--- config.mk ---
export PLATFORM = sky130hd
export DESIGN_NAME = mem_arbiter_flat
export DESIGN_NICKNAME = d
export VERILOG_FILES = /design/src/rtl/mem_arbiter_if.sv /design/src/rtl/mem_arbiter.sv /design/src/flat_wrapper.sv
export SDC_FILE = /design/constraint.sdc
export NUM_CORES = 1
export LEC_CHECK = 0
export CORE_AREA = 8 8 99 101
export CTS_CLUSTER_DIAMETER = 200
export DETAILED_ROUTE_END_ITERATION = 12
export DIE_AREA = 0 0 107 109
export GPL_TIMING_DRIVEN = 0
export PLACE_DENSITY_LB_ADDON = 0.2
export RECOVER_POWER = 50
export SLEW_MARGIN = 20
export SYNTH_ARGS = -nofsm -noshare
export SYNTH_HDL_FRONTEND = slang
export SYNTH_SLANG_ARGS = --single-unit
--- constraint.sdc ---
create_clock -name CLK -period 6.1 [get_ports CLK]
set_clock_uncertainty 0.15 [all_clocks]
set_input_delay 0.61 -clock CLK [delete_from_list [all_inputs] [get_ports CLK]]
set_output_delay 0.61 -clock CLK [all_outputs]
set_load 0.01 [all_outputs]
--- src/rtl/mem_arbiter_if.sv ---
// Request/RAM bundle between the two requesters, the arbiter and the RAM port.
// slave: arbiter view; master: requester/RAM side that drives requests and RAM status.
interface mem_arbiter_if;
    logic        iREN;
    logic [31:0] iaddr;
    logic        iwait;
    logic [31:0] iload;
    logic        dREN;
    logic        dWEN;
    logic [31:0] daddr;
    logic [31:0] dstore;
    logic        dwait;
    logic [31:0] dload;
    logic        ramREN;
    logic        ramWEN;
    logic [31:0] ramaddr;
    logic [31:0] ramstore;
    logic [31:0] ramload;
    logic [1:0]  ramstate;
    logic        bus_err;

    modport slave (
        input  iREN, iaddr, dREN, dWEN, daddr, dstore, ramload, ramstate,
        output iwait, iload, dwait, dload, ramREN, ramWEN, ramaddr, ramstore, bus_err
    );

    modport master (
        output iREN, iaddr, dREN, dWEN, daddr, dstore, ramload, ramstate,
        input  iwait, iload, dwait, dload, ramREN, ramWEN, ramaddr, ramstore, bus_err
    );
endinterface

--- src/rtl/mem_arbiter.sv ---
// Shared-RAM arbiter: data priority, alternation after a data access, grant timeout -> ERR_WORD.
// Latency: grant one cycle after request, completion earliest in the grant cycle; one IDLE cycle between accesses.
// Backpressure: requesters stall on iwait/dwait until completion; MEM_ARB_STATS_EN adds access/stall counters.
module mem_arbiter #(
    parameter int          TIMEOUT_CYCLES = 64,
    parameter logic [31:0] ERR_WORD       = 32'hBAD1BAD1
) (
    input  logic          CLK,
    input  logic          nRST,
    mem_arbiter_if.slave  bus
`ifdef MEM_ARB_STATS_EN
    ,
    output logic [31:0]   iacc_count,
    output logic [31:0]   dacc_count,
    output logic [31:0]   stall_count
`endif
);

    localparam int TW = $clog2(TIMEOUT_CYCLES) + 1;
    localparam logic [TW-1:0] TMO_LAST = TW'(TIMEOUT_CYCLES - 1);

    localparam logic [1:0] RAM_ACCESS = 2'd2;
    localparam logic [1:0] RAM_ERROR  = 2'd3;

    typedef enum logic [1:0] {
        IDLE   = 2'd0,
        DGRANT = 2'd1,
        IGRANT = 2'd2
    } state_t;

    state_t        state_q, state_d;
    logic          last_d_q, last_d_d;
    logic [TW-1:0] tmo_cnt_q, tmo_cnt_d;
    logic          bus_err_q, bus_err_d;

    logic          dreq;
    logic          i_done;
    logic          d_done;
    logic          done_err;
    logic          ram_ren;
    logic          ram_wen;
    logic [31:0]   ram_addr;
    logic [31:0]   ram_store;
    logic [31:0]   done_load;
    logic          iwait_c;
    logic          dwait_c;

    always_ff @(posedge CLK or negedge nRST) begin
        if (!nRST) begin
            state_q   <= IDLE;
            last_d_q  <= 1'b0;
            tmo_cnt_q <= '0;
            bus_err_q <= 1'b0;
        end else begin
            state_q   <= state_d;
            last_d_q  <= last_d_d;
            tmo_cnt_q <= tmo_cnt_d;
            bus_err_q <= bus_err_d;
        end
    end

    always_comb begin
        state_d   = state_q;
        last_d_d  = last_d_q;
        tmo_cnt_d = '0;
        bus_err_d = bus_err_q;
        ram_ren   = 1'b0;
        ram_wen   = 1'b0;
        ram_addr  = '0;
        ram_store = '0;
        i_done    = 1'b0;
        d_done    = 1'b0;
        done_err  = 1'b0;
        dreq      = bus.dREN | bus.dWEN;

        case (state_q)
            IDLE: begin
                // last_d hands the next contested slot to fetch so it cannot starve
                if (dreq && !(last_d_q && bus.iREN)) begin
                    state_d = DGRANT;
                end else if (bus.iREN) begin
                    state_d = IGRANT;
                end
            end

            DGRANT: begin
                ram_addr  = bus.daddr;
                ram_store = bus.dstore;
                ram_wen   = bus.dWEN;
                ram_ren   = bus.dREN & ~bus.dWEN;
                if (!dreq) begin
                    state_d = IDLE;
                end else if (bus.ramstate == RAM_ACCESS || bus.ramstate == RAM_ERROR ||
                             tmo_cnt_q == TMO_LAST) begin
                    d_done   = 1'b1;
                    done_err = (bus.ramstate != RAM_ACCESS);
                    state_d  = IDLE;
                    last_d_d = 1'b1;
                end else begin
                    tmo_cnt_d = tmo_cnt_q + 1'b1;
                end
            end

            IGRANT: begin
                ram_addr = bus.iaddr;
                ram_ren  = bus.iREN;
                if (!bus.iREN) begin
                    state_d = IDLE;
                end else if (bus.ramstate == RAM_ACCESS || bus.ramstate == RAM_ERROR ||
                             tmo_cnt_q == TMO_LAST) begin
                    i_done   = 1'b1;
                    done_err = (bus.ramstate != RAM_ACCESS);
                    state_d  = IDLE;
                    last_d_d = 1'b0;
                end else begin
                    tmo_cnt_d = tmo_cnt_q + 1'b1;
                end
            end

            default: begin
                state_d = IDLE;
            end
        endcase

        if (done_err) begin
            bus_err_d = 1'b1;
        end
    end

    assign done_load = done_err ? ERR_WORD : bus.ramload;
    assign iwait_c   = bus.iREN & ~i_done;
    assign dwait_c   = dreq & ~d_done;

    assign bus.iwait    = iwait_c;
    assign bus.dwait    = dwait_c;
    assign bus.iload    = i_done ? done_load : 32'd0;
    assign bus.dload    = d_done ? done_load : 32'd0;
    assign bus.ramREN   = ram_ren;
    assign bus.ramWEN   = ram_wen;
    assign bus.ramaddr  = ram_addr;
    assign bus.ramstore = ram_store;
    assign bus.bus_err  = bus_err_q;

`ifdef MEM_ARB_STATS_EN
    logic [31:0] iacc_cnt_q, iacc_cnt_d;
    logic [31:0] dacc_cnt_q, dacc_cnt_d;
    logic [31:0] stall_cnt_q, stall_cnt_d;

    always_ff @(posedge CLK or negedge nRST) begin
        if (!nRST) begin
            iacc_cnt_q  <= '0;
            dacc_cnt_q  <= '0;
            stall_cnt_q <= '0;
        end else begin
            iacc_cnt_q  <= iacc_cnt_d;
            dacc_cnt_q  <= dacc_cnt_d;
            stall_cnt_q <= stall_cnt_d;
        end
    end

    always_comb begin
        iacc_cnt_d  = iacc_cnt_q + {31'd0, i_done};
        dacc_cnt_d  = dacc_cnt_q + {31'd0, d_done};
        stall_cnt_d = stall_cnt_q + {31'd0, (iwait_c | dwait_c)};
    end

    assign iacc_count  = iacc_cnt_q;
    assign dacc_count  = dacc_cnt_q;
    assign stall_count = stall_cnt_q;
`endif

endmodule

--- src/flat_wrapper.sv ---
// flat-port wrapper written by rule: the top's interface ports become plain ports
module mem_arbiter_flat 
#(
    parameter int          TIMEOUT_CYCLES = 64,
    parameter logic [31:0] ERR_WORD       = 32'hBAD1BAD1
)
  (CLK, nRST, bus_iREN, bus_iaddr, bus_dREN, bus_dWEN, bus_daddr, bus_dstore, bus_ramload, bus_ramstate, bus_iwait, bus_iload, bus_dwait, bus_dload, bus_ramREN, bus_ramWEN, bus_ramaddr, bus_ramstore, bus_bus_err);
  mem_arbiter_if bus_i ();
  input  logic CLK;
  input  logic nRST;
  input wire logic [$bits(bus_i.iREN)-1:0] bus_iREN;
  input wire logic [$bits(bus_i.iaddr)-1:0] bus_iaddr;
  input wire logic [$bits(bus_i.dREN)-1:0] bus_dREN;
  input wire logic [$bits(bus_i.dWEN)-1:0] bus_dWEN;
  input wire logic [$bits(bus_i.daddr)-1:0] bus_daddr;
  input wire logic [$bits(bus_i.dstore)-1:0] bus_dstore;
  input wire logic [$bits(bus_i.ramload)-1:0] bus_ramload;
  input wire logic [$bits(bus_i.ramstate)-1:0] bus_ramstate;
  output wire logic [$bits(bus_i.iwait)-1:0] bus_iwait;
  output wire logic [$bits(bus_i.iload)-1:0] bus_iload;
  output wire logic [$bits(bus_i.dwait)-1:0] bus_dwait;
  output wire logic [$bits(bus_i.dload)-1:0] bus_dload;
  output wire logic [$bits(bus_i.ramREN)-1:0] bus_ramREN;
  output wire logic [$bits(bus_i.ramWEN)-1:0] bus_ramWEN;
  output wire logic [$bits(bus_i.ramaddr)-1:0] bus_ramaddr;
  output wire logic [$bits(bus_i.ramstore)-1:0] bus_ramstore;
  output wire logic [$bits(bus_i.bus_err)-1:0] bus_bus_err;
  assign bus_i.iREN = bus_iREN;
  assign bus_i.iaddr = bus_iaddr;
  assign bus_i.dREN = bus_dREN;
  assign bus_i.dWEN = bus_dWEN;
  assign bus_i.daddr = bus_daddr;
  assign bus_i.dstore = bus_dstore;
  assign bus_i.ramload = bus_ramload;
  assign bus_i.ramstate = bus_ramstate;
  assign bus_iwait = bus_i.iwait;
  assign bus_iload = bus_i.iload;
  assign bus_dwait = bus_i.dwait;
  assign bus_dload = bus_i.dload;
  assign bus_ramREN = bus_i.ramREN;
  assign bus_ramWEN = bus_i.ramWEN;
  assign bus_ramaddr = bus_i.ramaddr;
  assign bus_ramstore = bus_i.ramstore;
  assign bus_bus_err = bus_i.bus_err;
  mem_arbiter #(.TIMEOUT_CYCLES(TIMEOUT_CYCLES), .ERR_WORD(ERR_WORD)) u_core (.CLK(CLK), .nRST(nRST), .bus(bus_i));
endmodule
**Yosys cells after proc, flatten, opt, wreduce, memory -nomap -nowiden**

Cells that the tools add are included.
W data, S select, Z words.

- Register bits: 11
- Input port bits: 135
- Word-level logic and storage cells: 62

- $add $sub $neg: 1
- Equal/unequal tests: 11
- Muxes and demuxes: 31
- Bitwise gates (word level): 7
- Reduce and logical (&&, ||, !) cells: 8

Operator list:

| cell | number |
|---|---|
| $mux W32 | 4 |
| $pmux W32 S2 | 1 |
| $mux W7 | 3 |
| $pmux W7 S2 | 1 |
| $mux W1 | 13 |
| $mux W2 | 5 |
| $add A7 B1 Y7 const B | 1 |
| $eq A7 B6 Y1 const B | 1 |
| $eq A2 B2 Y1 const B | 3 |
| $ne A2 B1 Y1 const B | 3 |
| $pmux W1 S2 | 3 |
| $pmux W2 S3 | 1 |
| $reduce_and A5 Y1 | 1 |
| $ne A2 B2 Y1 const B | 2 |
| $and A1 B1 Y1 | 3 |
| $ne A3 B2 Y1 const B | 1 |
| $not A1 Y1 | 3 |
| $eq A2 B1 Y1 const B | 1 |
| $logic_and A1 B1 Y1 | 2 |
| $logic_not A2 Y1 | 1 |
| $logic_or A1 B1 Y1 | 2 |
| $reduce_bool A2 Y1 | 1 |
| $logic_not A1 Y1 | 1 |
| $or A1 B1 Y1 | 1 |

**Longest topological paths before layout**

Gate-level depths: netlist (run 1).

- Depth in word-level cells: 8
- Mapped depth: 8
- Depth with buffers taken out: 6

**Worst setup path before layout (run 1)**

OpenSTA, ideal clock, no wires.

- Path type: register to output
- Start point: reg u_core.state_q[0]
- End point: out bus_dload[10]
- Data arrival time: 1.649 ns
- Setup slack: 3.691 ns
- Stages on the path, launching flop included: 9
- Buffers on the path: 2
- Path through: dfrtp_1 > inv_1 > ha_1 > buf_6 > nor3_4 > and4b_4 > nor3_4 > buf_6 > and2_1

- Word-level cells in the longest chain between the ends: 4
- Elaborated cells between the ends (all ways): 6
- Those cells by class: eq/ne (2); mux (4)

RTL lines:

| element | line | text |
|---|---|---|
| start, declared | mem_arbiter.sv:31 | `state_t state_q, state_d;` |
| start signal, assigned | mem_arbiter.sv:55 | `state_q <= state_d;` |
| $eq A2 B2 Y1 or $eq A2 B1 Y1 (tied branches) | mem_arbiter.sv:76 | `case (state_q)` |
| $pmux W1 S2 | mem_arbiter.sv:76 |  |
| $mux W32 | mem_arbiter.sv:130 | `assign done_load = done_err ? ERR_WORD : bus.ramload;` |
| $mux W32 (*) | mem_arbiter.sv:137 | `assign bus.dload = d_done ? done_load : 32'd0;` |
| end, declared | flat_wrapper.sv:22 | `output wire logic [$bits(bus_i.dload)-1:0] bus_dload;` |

Mark *: on every way between the ends. The rest lies on a longest branch, timed or not.

**Worst setup path after layout (run 1)**

- Start point: in bus_dWEN
- End point: out bus_iload[28]

- Word-level cells in the longest chain between the ends: 5

RTL lines:

| element | line | text |
|---|---|---|
| start, declared | flat_wrapper.sv:14 | `input wire logic [$bits(bus_i.dWEN)-1:0] bus_dWEN;` |
| $or A1 B1 Y1 | mem_arbiter.sv:74 | `dreq = bus.dREN \| bus.dWEN;` |
| $mux W1 | mem_arbiter.sv:91 | `if (!dreq) begin` |
| $pmux W1 S2 | mem_arbiter.sv:76 |  |
| $mux W32 | mem_arbiter.sv:130 |  |
| $mux W32 | mem_arbiter.sv:136 | `assign bus.iload = i_done ? done_load : 32'd0;` |
| end, declared | flat_wrapper.sv:20 | `output wire logic [$bits(bus_i.iload)-1:0] bus_iload;` |

No other way between the ends.

==> results_dict.tcl, run 1 <==
set metrics [dict create \
    drc_errors 0 \
    cts_sinks 11 \
    worstPathArrival_ps 3410 \
    cts.path.max_buffers 2 \
    dp.cells 629 \
    clkLatencyLatePin_ps 230 \
    r2r_cells 6 \
    worstPathMaxFanout 10 \
    n_fill_cell 778 \
    syn_area_per_cell_um2 7.26 \
    max_freq_mhz 240 \
    core_region_area_um2 8380 \
    vdd_drop_max_v 0.000131 \
    port_buffers 267 \
    htree_num_levels 1 \
    rrSetupSlack_ps 3760 \
    status "finished clean" \
    gr-usage-all-layers_pct 17.7 \
    synth_area_um2 1840 \
    p_sw_share_pct 46.9 \
    synth_ff_type "dfrtp_1" \
    crit_path_start_kind "input pin" \
    hold_class "reg2reg" \
    synth.distinct_cells 37 \
    period_share_pct 68.4 \
    fin_crit_ps 4170 \
    vias 2914 \
    relSlewSlack_pct 15.4 \
    stdcell_area_um2 4660 \
    tritoncts.num_buffers 3 \
    holdWs_ps 297 \
    via_per_inst 4.60 \
    setup_viol 0 \
    antenna_found_initial 0 \
    die_h_um 109 \
    async_flop_share_pct 100 \
    crit_path_max_incr_delay_ps 1010 \
    tns_ps 0 \
    cts_root_buf "clkbuf_8" \
    synth-edff-count 0 \
    place.gp.congestion 0.796 \
    cp-end-kind "primary output" \
    overflow 0 \
    final_util_pct 55.6 \
    place_hpwl_um 9910 \
    grt_start_max_net_pins 12 \
    hold_depth 1 \
    post_cts_resized 0 \
    holdBufCountCts 0 \
    switchingPower_uw 596 \
    worstReg2RegStart "u_core.tmo_cnt_q[0]" \
    maxCapViolations 0 \
    power_frac_seq_pct 7.5 \
    yosysWarnings 0 \
    rows 34 \
    cts_tree "built" \
    place_area_um2 4650 \
    drive_gt1_share_pct 3.43 \
    p_int_uw 674 \
    first_global_vias 3078 \
    worstReg2RegEnd "u_core.last_d_q" \
    pwr_density_cell_nw_per_um2 272 \
    synth-seq-cells 11 \
    power_leakage_uw 0.00188 \
    ys_seq_area_share_pct 14.9 \
    post_cts.repair.setup_buffers 0 \
    nNetsFinal 666 \
    ios 268 \
    clkPwrFrac_pct 5.5 \
    finalHoldViolCount 0 \
    grt_pass1_wl_um 16600 \
    synth_top_cell_area_share_pct 20.7 \
    synth_area_leaders "and2_1, dfrtp_1, o21a_1, a22oi_1, nor2_1" \
    synthCells 254 \
    die_w_um 107 \
    layout_common_cells "clkdlybuf4s50_1, and2_1, dlygate4sd3_1, nor2_1, o21a_1" \
    path_cells "dlygate4sd3_1 > nor3_1 > nor3b_1 > buf_2 > o21a_1 > clkdlybuf4s50_1" \
    hold_end "u_core.bus.bus_err" \
    drt_iter0_drc 93 \
    postRouteAntennaNets 0 \
    layout_commonest_cell "clkdlybuf4s50_1" \
    worst_pin_slew_ps 1270 \
    synth_area_leader_cell "and2_1" \
    combPwrFrac_pct 87.0 \
    rsz0062_at_grt "false" \
    diodes 0 \
    clkTransAtPathRegs_ps 50 \
    drv_slew 0 \
    first_pass_iters 4 \
    initial_core_util_pct 22.0 \
    drt_wl_total_um 11300 \
    routedWlPerCell_um 17.8 \
    cp.required_ps 5340 \
    critPathKind "in2out" \
    die-area_um2 11700 \
    worstHoldStart "u_core.bus.bus_err" \
    final_cell_count_no_fill 633 \
    cp_slowest_cell "nor3b_1" \
    synth_nets 394 \
    synthToLayoutAreaGrowth_pct 153 \
]
## synth_stat cells, types with 2 or more instances
cell type / instances
inv_1: 5
buf_2: 5
nand2b_1: 2
a21oi_1: 3
buf_6: 4
o21a_1: 36
a22oi_1: 32
nor3_4: 2
nand3_1: 4
clkbuf_1: 13
nor2_1: 41
nand2_1: 4
ha_1: 5
o21ai_0: 3
dfrtp_1: 11
xor2_1: 3
and2_1: 61
## worst max-delay path by stage
stage | from | end | slack (ps) | depth (start not counted)
after floorplan | u_core.state_q[0] | bus_dload[10] | 3690 | 8
after global placement | bus_dWEN | bus_iload[20] | 2620 | 6
after detailed placement | bus_dWEN | bus_iload[14] | 2580 | 7
after CTS | bus_dWEN | bus_iload[14] | 2580 | 7
after global routing | bus_dWEN | bus_iload[30] | 1630 | 7
final | bus_dWEN | bus_iload[28] | 1930 | 6
## registers in the layout, summed over array words and instances, names as in the netlist
name                flops
u_core.bus.bus_err      1
u_core.last_d_q         1
u_core.tmo_cnt_q        7
u_core.state_q          2
## power by group through the flow
stage               clock network, µW  logic [µW]  registers [µW]
floorplan                           0         561            94.2
detailed placement                  0        1170            96.1
CTS                              72.2        1170            95.0
global route                     74.9        1200            97.1
finish                           69.9        1110            94.9
global placement                    0        1160            95.2
## final cells by class
| class | count | area, µm² | area share (%) |
|---|---|---|---|
| Timing Repair Buffer | 267 | 2670 | 57.3 |
| Tap cell | 108 | 135 | 2.90 |
| Buffer | 22 | 118 | 2.52 |
| Clock buffer | 4 | 45.0 | 0.966 |
| Multi-Input combinational cell | 215 | 1390 | 29.9 |
| Inverter | 6 | 22.5 | 0.483 |
| Sequential cell | 11 | 275 | 5.91 |
## worst max-delay path, delay by kind of cell
kind / cells / cell delay, ps
compound gates: 1 / 140
simple gates: 2 / 1100
buf+inv: 3 / 1560
## per-layer routing
metal | routed length, µm | global-route usage, %
met1 | 4030 | 18.2
met2 | 5770 | 32.6
met3 | 1380 | 8.10
met4 | 80 | 2.71
met5 | 0 | 0
## stage by stage
step / worst slack (ps) / power [µW]
2_1_floorplan: 3690 / 656
3_5_place_dp: 2580 / 1260
6_report: 1930 / 1270
5_1_grt: 1630 / 1380
4_1_cts: 2580 / 1340
3_3_place_gp: 2620 / 1250
## cell families after synthesis
kind of cell,count (synthesis),synth area share [%]
AOI/OAI and AO/OA,82,33.1
xor gates and xnor gates,4,1.90
adders and majority gates,5,3.39
buffers and inverters,28,7.67
DFF,11,14.9
and+or+nand+nor,124,39.0
Note: power is estimated with default switching activity, not from simulation.
==> run 2: changes to the inputs <==
--- a/config.mk
+++ b/config.mk
@@ -5,10 +5,11 @@
 export SDC_FILE = /design/constraint.sdc
 export NUM_CORES = 1
 export LEC_CHECK = 0
-export CORE_AREA = 8 8 99 101
+export CORE_ASPECT_RATIO = 1.75
+export CORE_MARGIN = 8
+export CORE_UTILIZATION = 22
 export CTS_CLUSTER_DIAMETER = 200
 export DETAILED_ROUTE_END_ITERATION = 12
-export DIE_AREA = 0 0 107 109
 export GPL_TIMING_DRIVEN = 0
 export PLACE_DENSITY_LB_ADDON = 0.2
 export RECOVER_POWER = 50
==> constraint.sdc (replaced) <==
create_clock -name CLK -period 3.5 [get_ports CLK]
set_clock_uncertainty 0.15 [all_clocks]
set_input_delay 0.35 -clock CLK [delete_from_list [all_inputs] [get_ports CLK]]
set_output_delay 0.35 -clock CLK [all_outputs]
set_load 0.01 [all_outputs]
==> results_dict.tcl, run 2 (synthesis results as in run 1) <==
set metrics [dict create \
    status "finished clean" \
    holdBufCountCts 0 \
    crit_start "u_core.state_q[0]" \
    core_region_area_um2 8200 \
    hold_class "reg2reg" \
    rsz0062_at_grt "false" \
    cts_root_buf "clkbuf_16" \
    nNetsFinal 666 \
    crit_path_start_kind "flip-flop" \
    postRouteAntennaNets 0 \
    drv_slew 0 \
    cp-end-kind "primary output" \
    drt_iter0_drc 92 \
    reg_top3 "u_core.tmo_cnt_q (7), u_core.state_q (2)" \
    stdcell_area_um2 4710 \
    drc_errors 0 \
    max_freq_mhz 312 \
    worstPathArrival_ps 2700 \
    cts_sinks 11 \
    grt_start_max_net_pins 12 \
    htree_num_levels 1 \
    tns_ps 0 \
    vdd_drop_max_v 0.000258 \
    worstHoldStart "u_core.bus.bus_err" \
    post_cts_resized 0 \
    largest_reg_flops 7 \
    gr-usage-all-layers_pct 18.9 \
    layout_commonest_cell "clkdlybuf4s50_1" \
    finalHoldViolCount 0 \
    die_w_um 85.2 \
    rows 44 \
    die-area_um2 11700 \
    pwr_density_cell_nw_per_um2 494 \
    worstReg2RegStart "u_core.tmo_cnt_q[0]" \
    post_cts.repair.setup_buffers 0 \
    synthToLayoutAreaGrowth_pct 155 \
    place_hpwl_um 10400 \
    regMostFlops "u_core.tmo_cnt_q" \
    port_buffers 267 \
    holdWs_ps 299 \
    layout_common_cells "clkdlybuf4s50_1, and2_1, dlygate4sd3_1, nor2_1, o21a_1" \
    ios 268 \
    power_leakage_uw 0.00191 \
    overflow 0 \
    total_power_uw 2330 \
    relSlewSlack_pct 64.4 \
    clkLatencyLatePin_ps 240 \
    antenna_found_initial 0 \
    rrSetupSlack_ps 1500 \
    setup_viol 0 \
    cts_tree "built" \
    initial_core_util_pct 22.5 \
    clkTransAtPathRegs_ps 40 \
    setup_ws_ps 296 \
    vias 2945 \
    via_per_inst 4.77 \
    drt_wl_total_um 11700 \
    worstPathMaxFanout 10 \
    period_share_pct 91.5 \
    place.gp.congestion 0.792 \
    die_h_um 137 \
    diodes 0 \
    routedWlPerCell_um 19.0 \
    cts.path.max_buffers 2 \
    first_pass_iters 4 \
    first_global_vias 3277 \
    dp_slack_ps 473 \
    critPathKind "reg2out" \
    drive_gt1_share_pct 3.81 \
    grt_pass1_wl_um 17600 \
    place_area_um2 4630 \
    cp.required_ps 3000 \
    fin_crit_ps 3200 \
    tritoncts.num_buffers 3 \
    maxCapViolations 0 \
    worst_pin_slew_ps 533 \
]
==> run 2: critical path, cell delays in order, from the launching register on <==
cell and delay (ps):
dfrtp_1 370, inv_1 90, ha_1 380, inv_2 120
nor3b_4 460, buf_2 310, o21a_1 170, clkdlybuf4s50_1 560
==> run 2: per-layer routing <==
metal | track usage (%) | routed length, µm | up-vias
li1 | - | - | 1422
met2 | 35.7 | 6060 | 199
met1 | 17.6 | 3940 | 1315
met4 | 4.59 | 146 | 0
met3 | 9.20 | 1570 | 9
met5 | 0 | 0 | -
==> run 2: worst paths after layout <==
| check | to | cells after the start |
|---|---|---|
| worst max-delay path | bus_iload[13] | 7 |
| worst min register to register | u_core.bus.bus_err | 1 |
| max in group asynchronous | u_core.last_d_q | 1 |
| worst min-delay path | u_core.bus.bus_err | 1 |
| min in group asynchronous | u_core.tmo_cnt_q[3] | 1 |
| worst max register to register | u_core.last_d_q | 6 |
==> run 2: metrics by stage <==
step                cells  util [%]
floorplan             254         -
global placement      613      56.5
detailed placement    613      56.5
CTS                   617      57.4
global route          617      57.4
finish                617      57.4
==> run 2: where the power goes <==
part | internal (µW) | switching, µW | total [µW]
clock | 153 | 54.7 | 207
sequential | 149 | 17.8 | 167
combinational | 962 | 990 | 1950
total | 1260 | 1060 | 2330
==> run 2: final cells by class <==
type                       instances  area (µm²)
fill                             784        3500
timing repair buffer             267        2670
sequential                        11         275
multi-input combinational        215        1430
buffer                            22         116
tap                               92         115
clock buffer                       4        78.8
inverter                           6        22.5
==> variant 1 (settings of run 1) <==
`TIMEOUT_CYCLES` is set to 64 in 2 places; all go to 128.
--- a/src/rtl/mem_arbiter.sv
+++ b/src/rtl/mem_arbiter.sv
@@ -2,7 +2,7 @@
 // Latency: grant one cycle after request, completion earliest in the grant cycle; one IDLE cycle between accesses.
 // Backpressure: requesters stall on iwait/dwait until completion; MEM_ARB_STATS_EN adds access/stall counters.
 module mem_arbiter #(
-    parameter int          TIMEOUT_CYCLES = 64,
+    parameter int          TIMEOUT_CYCLES = 128,
     parameter logic [31:0] ERR_WORD       = 32'hBAD1BAD1
 ) (
     input  logic          CLK,
--- a/src/flat_wrapper.sv
+++ b/src/flat_wrapper.sv
@@ -1,7 +1,7 @@
 // flat-port wrapper written by rule: the top's interface ports become plain ports
 module mem_arbiter_flat 
 #(
-    parameter int          TIMEOUT_CYCLES = 64,
+    parameter int          TIMEOUT_CYCLES = 128,
     parameter logic [31:0] ERR_WORD       = 32'hBAD1BAD1
 )
   (CLK, nRST, bus_iREN, bus_iaddr, bus_dREN, bus_dWEN, bus_daddr, bus_dstore, bus_ramload, bus_ramstate, bus_iwait, bus_iload, bus_dwait, bus_dload, bus_ramREN, bus_ramWEN, bus_ramaddr, bus_ramstore, bus_bus_err);
Formal check against the unedited RTL: no difference found for any inputs over 10 cycles, from zero or initial values and one cycle with nRST low; that may be too few to reach the edited logic, so the function may still have changed.
==> variant 1 against run 1 <==
Final area rose by 0.81%. Total power decreased by 9.8%. Register-to-register slack lost 180 ps. Wire length shrank 1.4%. Sequential cell count is 1 higher. Die area unchanged. Synthesized area rose by 2.2%. Final cell count is 1.3% higher. Setup slack improved by 320 ps.
==> variant 1: results (changes against run 1) <==
[outcome]
status=complete, no violations

[power_and_ir_drop]
seq_power_mw=0.103  ; +9%
vdd_ir_drop_max_mv=0.1278  ; -2.3%
power_frac_comb=0.848  ; -0.022

[logic_synthesis]
synth_area_leaders=and2_1, dfrtp_1, o21a_1
ys_types=35  ; -5.4%
synth_fa_ha_area_frac=0.03322  ; -0.0007217
synth_commonest_cells=and2_1, nor2_1, o21a_1
postSynthNetCount=403  ; +2.3%
netlist_instances=263  ; +3.5%

[placement]
dp_hpwl_mm=9.789  ; -1.3%
preCtsSetupSlack_ps=2496  ; -85.09 ps

[finish]
syn_to_final_growth_pct=149.5
nets=675  ; +1.4%
multi_input_gates=221  ; +2.8%
seq_share=0.06391  ; +0.004854
nNonClkInverters=7  ; +1
clk_share=0.008788  ; -0.0008762
drive_gt1_frac=0.02627  ; -0.008019

[critical_path]
r2r_cells=5  ; -1

[sta]
whs_ps=322.1  ; +24.94 ps
relSlewSlack=0.3892  ; +0.2354

[detailed_routing]
post_drt_wl_per_cell_um=17.33  ; -2.6%
drtIter0Drc=104  ; +12%
vias_per_cell=4.485  ; -2.6%

[global_route]
grt_pass1_wl_mm=16.91  ; +1.8%
grt_max_degree=13  ; +1

==> variant 1: cell count changes after synthesis, moves of 2 or more <==
cell,run 1,this run
buf_6,4,0
o21ai_0,3,1
a21oi_1,3,1
nor2_1,41,43
buf_4,0,3
a22o_1,0,2
xnor2_1,1,4
nor3_1,0,2
buf_2,5,7
nand2b_1,2,4
nand2_1,4,7
==> variant 1: per-layer routing <==
metal	up-vias	track usage	wire length [um]
met5	-	0	0
met4	0	0.04824	158
met3	13	0.07683	1210
met2	132	0.3326	5913
met1	1284	0.1840	3824
li1	1446	-	-
==> variant 1: worst max path at each step <==
stage,from,endpoint,depth (start not counted)
6_report,u_core.state_q[0]$_DFFE_PN0P_,bus_dload[12],9
5_1_grt,u_core.state_q[0]$_DFFE_PN0P_,bus_dload[9],9
2_1_floorplan,u_core.state_q[0]$_DFFE_PN0P_,bus_dload[11],8
4_1_cts,bus_dWEN,bus_dload[12],7
3_3_place_gp,bus_dWEN,bus_dload[12],7
3_5_place_dp,bus_dWEN,bus_dload[12],7
==> variant 2 (settings of run 1) <==
Without the edit above. Re-encode `state_t` (3 states) as one-hot, 3 bits wide.
--- a/src/rtl/mem_arbiter.sv
+++ b/src/rtl/mem_arbiter.sv
@@ -22,10 +22,10 @@
     localparam logic [1:0] RAM_ACCESS = 2'd2;
     localparam logic [1:0] RAM_ERROR  = 2'd3;
 
-    typedef enum logic [1:0] {
-        IDLE   = 2'd0,
-        DGRANT = 2'd1,
-        IGRANT = 2'd2
+    typedef enum logic [2:0] {
+        IDLE   = 3'b001,
+        DGRANT = 3'b010,
+        IGRANT = 3'b100
     } state_t;
 
     state_t        state_q, state_d;
Behaviour: no difference found for any inputs over 10 cycles, from zero or initial values and one cycle with nRST low; not proved beyond that.
==> variant 2 against run 1 <==
Sequential cell count increased by 1. Final area shrank 1.9%. Wire length grew 1.5%. Total power is 38% lower. Setup slack better by 90 ps. Synthesized area is 4.7% lower. First-iteration DRC count grew 30%. Highest routed layer unchanged. Die area is the same.
==> variant 2: results (changes against run 1) <==
[global_route]
met3_usage=0.08747  ; +0.006501
grt_pass1_wl_mm=16.68  ; +0.42%
grt_max_degree=13  ; +1
grt_util_met2=0.3277  ; +0.001776
track_usage=0.1797  ; +0.003112
grt_pass1_vias=2957  ; -3.9%
met1_usage=0.1850  ; +0.002815

[logic_synthesis]
synth-compound-area-share=0.3575  ; +0.02625
synth-xor-area-share=0.02493  ; +0.005920
muxShareOfSynthArea=0  ; unchanged
async_flop_share=1.000  ; unchanged
postSynthNetCount=354  ; -10%
synth_fa_ha_area_frac=0.007123  ; -0.02682
ys_types=38  ; +2.7%
netlist_instances=218  ; -14%
synth_commonest_cells=o21a_1, and2_1, a22o_1
synth.largest_area_cell=a22o_1
synth_area_leaders=a22o_1, dfrtp_1, o21a_1
seq_area_frac_synth=0.1717  ; +0.02230

[detailed_routing]
wl_met3_mm=1.477  ; +6.9%
drtIter0Drc=121  ; +30%
wl_mm=11.43  ; +1.5%
m1WireLength_mm=4.052  ; +0.50%
vias_per_cell=4.601  ; about the same
top_layer_used=met4
route.met2.wl_mm=5.844  ; +1.3%
vias=2747  ; -5.7%

[finish]
drive_gt1_frac=0.04090  ; +0.006614
nets=626  ; -6.0%
reg_top3=u_core.tmo_cnt_q x7, u_core.state_q x3

[power_and_ir_drop]
vdd_ir_drop_max_mv=0.07630  ; -42%
p_leak_nw=1.966  ; +4.3%

[placement]
dpl-instance-area_sq_um=4564  ; -1.9%
dp_hpwl_mm=10.14  ; +2.3%
gp_congestion=0.8380  ; +5.3%
dp_cells=593  ; -5.7%
preCtsSetupSlack_ps=2460  ; -121.1 ps

[sta]
worst_pin_slew_ps=1013  ; -253.2 ps
whs_ps=314.1  ; +16.91 ps
period_needed_ps=4080  ; -89.94 ps

[critical_path]
cpMaxStageDelayCell=nor4_1
ff2ff_setup_slack_ps=3870  ; +110 ps
critPathMaxStageDelay_ps=850  ; -160 ps
r2r_cells=5  ; -1
crit_start=bus_ramstate[1]
crit_arrival_ps=3320  ; -90 ps
cp-endpoint=bus_dload[15]

[clock_tree]
cts_hold_buf=0  ; unchanged
cts.path.max_buffers=2  ; unchanged
h-tree-depth=1  ; unchanged

[hold_path]
min_from=u_core.tmo_cnt_q[0]$_DFF_PN0_
hold_path_class=reg -> reg
min_to=u_core.tmo_cnt_q[0]$_DFF_PN0_
hold_path_depth=1  ; unchanged

[outcome]
status=complete, no violations

==> variant 2: cell types whose count changed in the layout (fill, tap and decap cells not counted), sizes merged, moves of 3 or more <==
cell / change
a22o: +32
a22oi: -32
nor2: -31
and3: +30
and2: -28
clkdlybuf4s50: +4
dlygate4sd3: -4
ha: -4
inv: -4
a21oi: -3
nand3b: +3
==> variant 2: area by class of cell <==
type                    instances  area [sq um]
fillers                       802          3807
repair buffers                267          2673
multi-input cells             179          1282
flip-flops and latches         12         301.5
well taps                     108         135.1
plain buffers                  25         118.9
clock buffers                   4         55.05
inverters                       2         7.507
==> variant 2: power breakdown <==
group / switching, mW / total (mW) / leakage, nW / internal, mW
clock network: 0.0273 / 0.0842 / 0.0288 / 0.0569
registers: 0.00849 / 0.106 / 0.156 / 0.0979
logic: 0.263 / 0.595 / 1.78 / 0.331
total: 0.299 / 0.785 / 1.97 / 0.486
